$ cat src/rtl/jt6295_pkg.sv
// Shared constants and slot FSM encoding for the jt6295 voice mixer.
package jt6295_pkg;

    localparam int SLOTS  = 4;
    localparam int SLOT_W = $clog2(SLOTS);
    localparam logic [SLOT_W-1:0] LAST_SLOT = SLOT_W'(SLOTS - 1);

    typedef enum logic [1:0] {
        ST_IDLE = 2'd0,
        ST_REQ  = 2'd1,
        ST_DONE = 2'd2
    } slot_state_e;

endpackage

$ cat src/rtl/jt6295_slotmix.sv
// Time-multiplexed four-voice mixer: requests one sample per slot on each
// cen_sr4 strobe and publishes the exact sum on every cen_sr.
module jt6295_slotmix
    import jt6295_pkg::*;
#(
    parameter int SW = 12
) (
    input  logic                 clk,
    input  logic                 rst,
    input  logic                 cen_sr,
    input  logic                 cen_sr4,
    output logic [SLOT_W-1:0]    slot,
    output logic                 slot_req,
    input  logic                 slot_valid,
    input  logic signed [SW-1:0] slot_data,
    output logic signed [SW+1:0] sound,
    output logic                 sample,
    output logic                 miss,
    output logic                 sync_err
);

    // Handshake: slot_req stays high while slot `slot` is open; a sample moves
    // on any clk where slot_req && slot_valid; slot_valid alone does nothing.

    slot_state_e           state_q, state_d;
    logic                  synced_q, synced_d;
    logic [SLOT_W-1:0]     slot_d;
    logic signed [SW+1:0]  acc_q, acc_d;
    logic signed [SW+1:0]  sound_d;
    logic                  sample_d, miss_d, sync_err_d;

    logic                  xfer;
    logic                  strobe;
    logic signed [SW+1:0]  addend;
    logic signed [SW+1:0]  sum;

    assign slot_req = (state_q == ST_REQ);

    always_comb begin
        xfer       = (state_q == ST_REQ) && slot_valid;
        strobe     = cen_sr4 || cen_sr;
        addend     = xfer ? {{2{slot_data[SW-1]}}, slot_data} : '0;
        sum        = acc_q + addend;

        state_d    = state_q;
        synced_d   = synced_q;
        slot_d     = slot;
        acc_d      = acc_q;
        sound_d    = sound;
        sample_d   = 1'b0;
        miss_d     = 1'b0;
        sync_err_d = 1'b0;

        if (!synced_q) begin
            // The syncing cen_sr only opens slot 0; there is no prior period to publish.
            if (cen_sr) begin
                synced_d = 1'b1;
                slot_d   = '0;
                state_d  = ST_REQ;
                acc_d    = '0;
            end
        end else if (strobe) begin
            // A same-cycle transfer belongs to the closing slot, so `sum` already holds it.
            miss_d  = (state_q == ST_REQ) && !xfer;
            state_d = ST_REQ;
            if (cen_sr) begin
                sound_d    = sum;
                sample_d   = 1'b1;
                acc_d      = '0;
                slot_d     = '0;
                sync_err_d = (slot != LAST_SLOT);
            end else begin
                acc_d      = sum;
                slot_d     = slot + SLOT_W'(1);
                sync_err_d = (slot == LAST_SLOT);
            end
        end else begin
            acc_d = sum;
            if (xfer) begin
                state_d = ST_DONE;
            end
        end
    end

    always_ff @(posedge clk) begin
        if (rst) begin
            state_q  <= ST_IDLE;
            synced_q <= 1'b0;
            slot     <= '0;
            acc_q    <= '0;
            sound    <= '0;
            sample   <= 1'b0;
            miss     <= 1'b0;
            sync_err <= 1'b0;
        end else begin
            state_q  <= state_d;
            synced_q <= synced_d;
            slot     <= slot_d;
            acc_q    <= acc_d;
            sound    <= sound_d;
            sample   <= sample_d;
            miss     <= miss_d;
            sync_err <= sync_err_d;
        end
    end

endmodule

$ cat config.mk
export PLATFORM = sky130hd
export DESIGN_NAME = jt6295_slotmix
export DESIGN_NICKNAME = d
export VERILOG_FILES = /design/src/rtl/jt6295_pkg.sv /design/src/rtl/jt6295_slotmix.sv
export SDC_FILE = /design/constraint.sdc
export NUM_CORES = 1
export LEC_CHECK = 0
export BUFFER_PORTS_ARGS = -buffer_cell sky130_fd_sc_hd__buf_4
export CORE_ASPECT_RATIO = 1.5
export CORE_MARGIN = 2
export CORE_UTILIZATION = 55
export CTS_CLUSTER_SIZE = 14
export DETAILED_ROUTE_END_ITERATION = 7
export GPL_TIMING_DRIVEN = 0
export PLACE_DENSITY_LB_ADDON = 0.15
export SLEW_MARGIN = 20
export SYNTH_ARGS = -nofsm -noshare
export SYNTH_HDL_FRONTEND = slang
export SYNTH_SLANG_ARGS = --single-unit
$ cat constraint.sdc
create_clock -name clk -period 3.91 [get_ports clk]
set_clock_uncertainty 0.05 [all_clocks]
set_input_delay 0.782 -clock clk [delete_from_list [all_inputs] [get_ports clk]]
set_output_delay 0.782 -clock clk [all_outputs]
set_load 0.01 [all_outputs]
# --- Yosys cells after proc, flatten, opt, wreduce, memory -nomap -nowiden ---
# Cells that the tools add are included.
totals:
  regBits: 36
  in_bits: 17
  output_inout_bits: 20
  elab_cells: 42
op_classes:
  addsub: 2
  eq_ne: 5
  muxes: 16
  bitwise: 2
  n_reduce_logical: 9
ops:
  columns: ["op", "n"]
  rows:
  - ["2-to-1 mux 14 bit", 5]
  - ["2-to-1 mux 2 bit", 8]
  - ["adder 14 bit", 1]
  - ["AND reduction 2 bit", 2]
  - ["2-to-1 mux 1 bit", 3]
  - ["!= test 3 x 1 -> 1 bit (second input constant)", 1]
  - ["AND reduction 3 bit", 1]
  - ["OR reduction 3 bit", 1]
  - ["adder 2 x 1 -> 2 bit (second input constant)", 1]
  - ["== test 2 x 1 -> 1 bit (second input constant)", 1]
  - ["== test 2 bit (second input constant)", 1]
  - ["logical AND 1 bit", 2]
  - ["!= test 2 x 1 -> 1 bit (second input constant)", 1]
  - ["!= test 2 bit (second input constant)", 1]
  - ["NOT 1 bit", 2]
  - ["nonzero test 2 bit", 1]
  - ["logical NOT 1 bit", 1]
  - ["logical OR 1 bit", 1]

# --- Depth between registers and ports, before layout ---
logic_depth:
  depth_word: 7
  mapped_depth: 10
  ltp_nobuf: 10

# --- Worst setup path before layout ---
# OpenSTA, ideal clock, no wires.
synth_path:
  path_type: "input to register"
  startpoint: "input port slot_valid"
  endpoint: "register acc_q[10]"
  setup_ps: 132
  arrival_time_ps: 2644
  path_slack_ps: 1084
  cell_stages: 9
  path_buffers: 0
  path_cell_list: "and3_1 > ha_1 > fa_1 > a21o_1 > a41oi_1 > a21oi_1 > or3_2 > nand3_1 > a21oi_1"
synth_between:
  elab_chain_len: 6
synth_lines:
  columns: ["item", "line", "rtl"]
  rows:
  - ["start, declared", "jt6295_slotmix.sv:14", "input logic slot_valid,"]
  - ["logical AND 1 bit (*)", "jt6295_slotmix.sv:40", "xfer = (state_q == ST_REQ) && slot_valid;"]
  - ["2-to-1 mux 14 bit (*)", "jt6295_slotmix.sv:42", "addend = xfer ? {{2{slot_data[SW-1]}}, slot_data} : '0;"]
  - ["adder 14 bit (*)", "jt6295_slotmix.sv:43", "sum = acc_q + addend;"]
  - ["2-to-1 mux 14 bit", "jt6295_slotmix.sv:66", "if (cen_sr) begin"]
  - ["2-to-1 mux 14 bit (*)", "jt6295_slotmix.sv:62", "end else if (strobe) begin"]
  - ["2-to-1 mux 14 bit (*)", "jt6295_slotmix.sv:54", "if (!synced_q) begin"]
  - ["end signal, assigned", "jt6295_slotmix.sv:90", "acc_q <= '0;"]
  - ["end signal, assigned", "jt6295_slotmix.sv:99", "acc_q <= acc_d;"]
  - ["end, declared", "jt6295_slotmix.sv:28", "logic signed [SW+1:0] acc_q, acc_d;"]
# Mark *: on every way between the ends. The rest lies on a longest branch, timed or not.
# A chain may end at the register's enable or synchronous reset.

# --- Worst setup path after layout ---
layout_path:
  startpoint: "register state_q[0]"
  endpoint: "register acc_q[9]"
layout_between:
  elab_chain_len: 7
layout_lines:
  columns: ["item", "line", "rtl"]
  rows:
  - ["start, declared", "jt6295_slotmix.sv:25", "slot_state_e state_q, state_d;"]
  - ["start signal, assigned", "jt6295_slotmix.sv:96", "state_q <= state_d;"]
  - ["== test 2 x 1 -> 1 bit (*)", "jt6295_slotmix.sv:40", null]
  - ["logical AND 1 bit (*)", "jt6295_slotmix.sv:40", null]
  - ["2-to-1 mux 14 bit (*)", "jt6295_slotmix.sv:42", null]
  - ["adder 14 bit (*)", "jt6295_slotmix.sv:43", null]
  - ["2-to-1 mux 14 bit", "jt6295_slotmix.sv:66", null]
  - ["2-to-1 mux 14 bit (*)", "jt6295_slotmix.sv:62", null]
  - ["2-to-1 mux 14 bit (*)", "jt6295_slotmix.sv:54", null]
# Marked as above.

==> run metrics <==
status=complete, no violations; core area=about 3700 µm²; postcts setup bufs=0; Synth cell types=45; Starting Density=57.19%; worst endpoint required time=4.03 ns; num rows=27; full die area=4350 µm²; worst reg2reg path depth=10; share of cells above drive strength 1=around 17%; DR iter-0 viols=83; arrival time at the worst endpoint=about 3.2 ns; drt wl/cell=15.13 µm; register area share after synthesis=34.22%; met3 Usage GRT=approximately 4.7%; chip height=about 80 µm; RR Startpoint=state_q[0]$_SDFFE_PP0P_; RSZ-0062 raised after global routing=no; clk root buf=clkbuf_8; largest area contributor in the netlist=dfxtp_1; Residual DRC=0; number of flops mapped to enable cells by yosys=0; final period utilization=between 70% and 80%; CP endpoint=acc_q[9]$_SDFFE_PP0P_; Critical Path Fanout Max=10; fmax=~320 MHz; Final nets=332; setup ws final=about 0.8 ns; Switch Pwr=between 200 and 250 µW; Total Negative Setup Slacks=0 ns; Total Routing Usage GR=26.58%; Pwr Density=303.3 nW/µm²; Post-Syn Area=2106 µm²; DR pass1 iterations=4; Cells after Synth=258; Int Power=546.0 µW; clock latency on the worst-skew pair=0.29 ns; Synth top cells by count=dfxtp_1 (36), nor2_1 (35), nand2_1 (30); switching part of the total=28.28%; ANT cells=0; Final HPWL DP=3902 µm; Num CTS Buffers=5; CP Class=flop to flop; relative slew slack=53.95%; Worst Setup End Kind=flop; Max VDD drop=0.2278 mV; Comb pwr share=14.8%; Vias=2000; Synth-to-Final Area Change=19.19%; remaining global-route overflow=0; PortBufs=35; Max Cap Viol=0; hold_buf cts=0; most numerous cell in the Yosys netlist=dfxtp_1; Post-Place Setup Slack=0.5672 ns; CTS clk-pin slew, worst paths=0.08 ns; CTS tree=built; Mapped Avg Cell Area=between 8 and 9 µm²; synth top area cells=dfxtp_1 (34%), ha_1 (8.3%), nor2_1 (6.2%); Vias per Instance=5.814; # IOs=37; Slew Viols, Final=0; initial antenna violation count=0; yosys warns=0; clock sink count=36; Max Buffers Root-to-Sink=2; CTS HTree Levels=2; Post-synth top flop=dfxtp_1; critical-path cell list=nor2b_1, clkbuf_1, and3_1, ha_1, a21oi_1, nand2_1, o21ai_0, nand2_1, xnor2_1, o21ai_0; Setup Viol. Count Final=0; Critical Path Slowest Stage Cell=o21ai_0; min Tclk post-route=approximately 3.1 ns; worst-margin pin slew=0.6908 ns; total power=761.3 µW; M2 GR Usage=around 47%; Seq pwr share=49.9%; startpoint type of the worst setup path=flop; Gates resized, CTS repair=0; Crit. Startpoint=state_q[0]$_SDFFE_PP0P_; Seq cells post-synth=36; largest net degree at the start of global routing=13; Synthesized Nets=290; Synth top area share=34.22%; met1 global-route usage=around 31%; Post-DRT Antenna Nets=0; register-to-register setup slack=0.79 ns; worst r2r dst=acc_q[9]$_SDFFE_PP0P_; async set or reset register ratio after synthesis=0%; number of global-route vias before repair=1867; static leakage=1.108 nW; grt peak-use layer=met2; final WL=5204 µm; die width=54.52 µm; first-pass GRT wire length=8355 µm; Slowest Stage Delay on Critical Path=0.49 ns; Final Hold Vio Count=0; Clk pwr share=35.4%; Final GP Congestion=0.9318; Hold Crit Class=flop to flop
## worst max-delay path: cells and delay by family, from the launching register on
family / cells / cell delay (ns)
simple gates: 4 / 0.72
compound gates: 3 / 0.83
xor+xnor: 1 / 0.35
flops: 1 / 0.35
buf+inv: 1 / 0.39
fa+ha+maj: 1 / 0.29
## routing by layer
layer | share of wire (%) | vias up
met3 | 4.9 | 11
met5 | 0 | -
met2 | 52 | 62
met1 | 41 | 918
met4 | 2.2 | 0
li1 | - | 1009
## placed cells by master, fill, tap and decap left out, types with 2 or more instances in the layout
cell type / netlist / layout
o21ai_0: 10 / 10
o31ai_1: 3 / 3
buf_2: 2 / 2
ha_1: 14 / 14
nor3_1: 2 / 2
a21oi_1: 18 / 18
a32oi_1: 2 / 2
nor3b_1: 3 / 3
nand4b_1: 4 / 4
nand3_1: 14 / 14
and3_1: 12 / 12
nand4_1: 2 / 2
clkbuf_8: 0 / 5
buf_4: 0 / 35
nand3b_1: 4 / 4
a21o_1: 6 / 6
buf_1: 2 / 2
nand2b_1: 2 / 2
dfxtp_1: 36 / 36
or3_2: 2 / 2
xor2_1: 2 / 2
clkbuf_1: 8 / 8
a31oi_1: 2 / 2
nor2_1: 35 / 35
nor2b_1: 2 / 2
mux2i_1: 7 / 7
xnor2_1: 8 / 8
or3_1: 3 / 3
and2_1: 4 / 4
a211oi_1: 3 / 3
clkinv_2: 0 / 2
nand2_1: 30 / 30
## kinds of logic (layout without fill, tap and decap cells)
logic type	count (synthesis)	after routing	share of synthesized area [%]
xor gates and xnor gates	10	10	4.160
muxes	7	7	3.328
DFF	36	36	34.22
buffers and inverters	14	57	2.614
AOI/OAI and AO/OA	55	55	18.12
and+or+nand+nor	121	121	28.28
adders and majority gates	15	15	9.269
## how the worst min path moves through the flow
stage,end,from,cells past startpoint
6_report,sound[5]$_SDFFE_PP0P_,sound[5]$_SDFFE_PP0P_,2
5_1_grt,sound[5]$_SDFFE_PP0P_,sound[5]$_SDFFE_PP0P_,2
4_1_cts,sound[5]$_SDFFE_PP0P_,sound[5]$_SDFFE_PP0P_,2
3_5_place_dp,sound[5]$_SDFFE_PP0P_,sound[5]$_SDFFE_PP0P_,2
3_3_place_gp,acc_q[10]$_SDFFE_PP0P_,acc_q[10]$_SDFFE_PP0P_,2
2_1_floorplan,acc_q[10]$_SDFFE_PP0P_,acc_q[10]$_SDFFE_PP0P_,2
## sequential cells by signal (all words and copies together), names as in the netlist
name      flops
sample        1
state_q       2
synced_q      1
acc_q        14
slot          2
sync_err      1
miss          1
sound        14
## per-stage QoR
stage                     hold WS, ns  utilization (%)  instance area (µm²)  std cells
after floorplan                0.3862                -                 2106        258
after global placement         0.3937            65.78                 2422        336
after detailed placement       0.3974            65.78                 2422        336
after CTS                      0.4077            68.16                 2510        344
after global routing           0.4248            68.16                 2510        344
final                          0.4054            68.16                 2510        344
## area by class of cell
type,count,area [µm²]
flip-flops and latches,36,720.7
inverters,2,7.507
multi-input cells,208,1330
plain buffers,12,47.55
fillers,322,1172
clock inverters,3,18.77
well taps,43,53.80
clock buffers,5,68.82
repair buffers,35,262.8
## power by group through the flow
stage          logic, mW  registers, mW  clock network [mW]
2_1_floorplan     0.0680          0.390                   0
3_3_place_gp       0.111          0.388                   0
3_5_place_dp       0.112          0.388                   0
4_1_cts            0.112          0.380               0.272
5_1_grt            0.125          0.381               0.286
6_report           0.112          0.380               0.269
No activity file was read; power rests on OpenSTA's default activity.
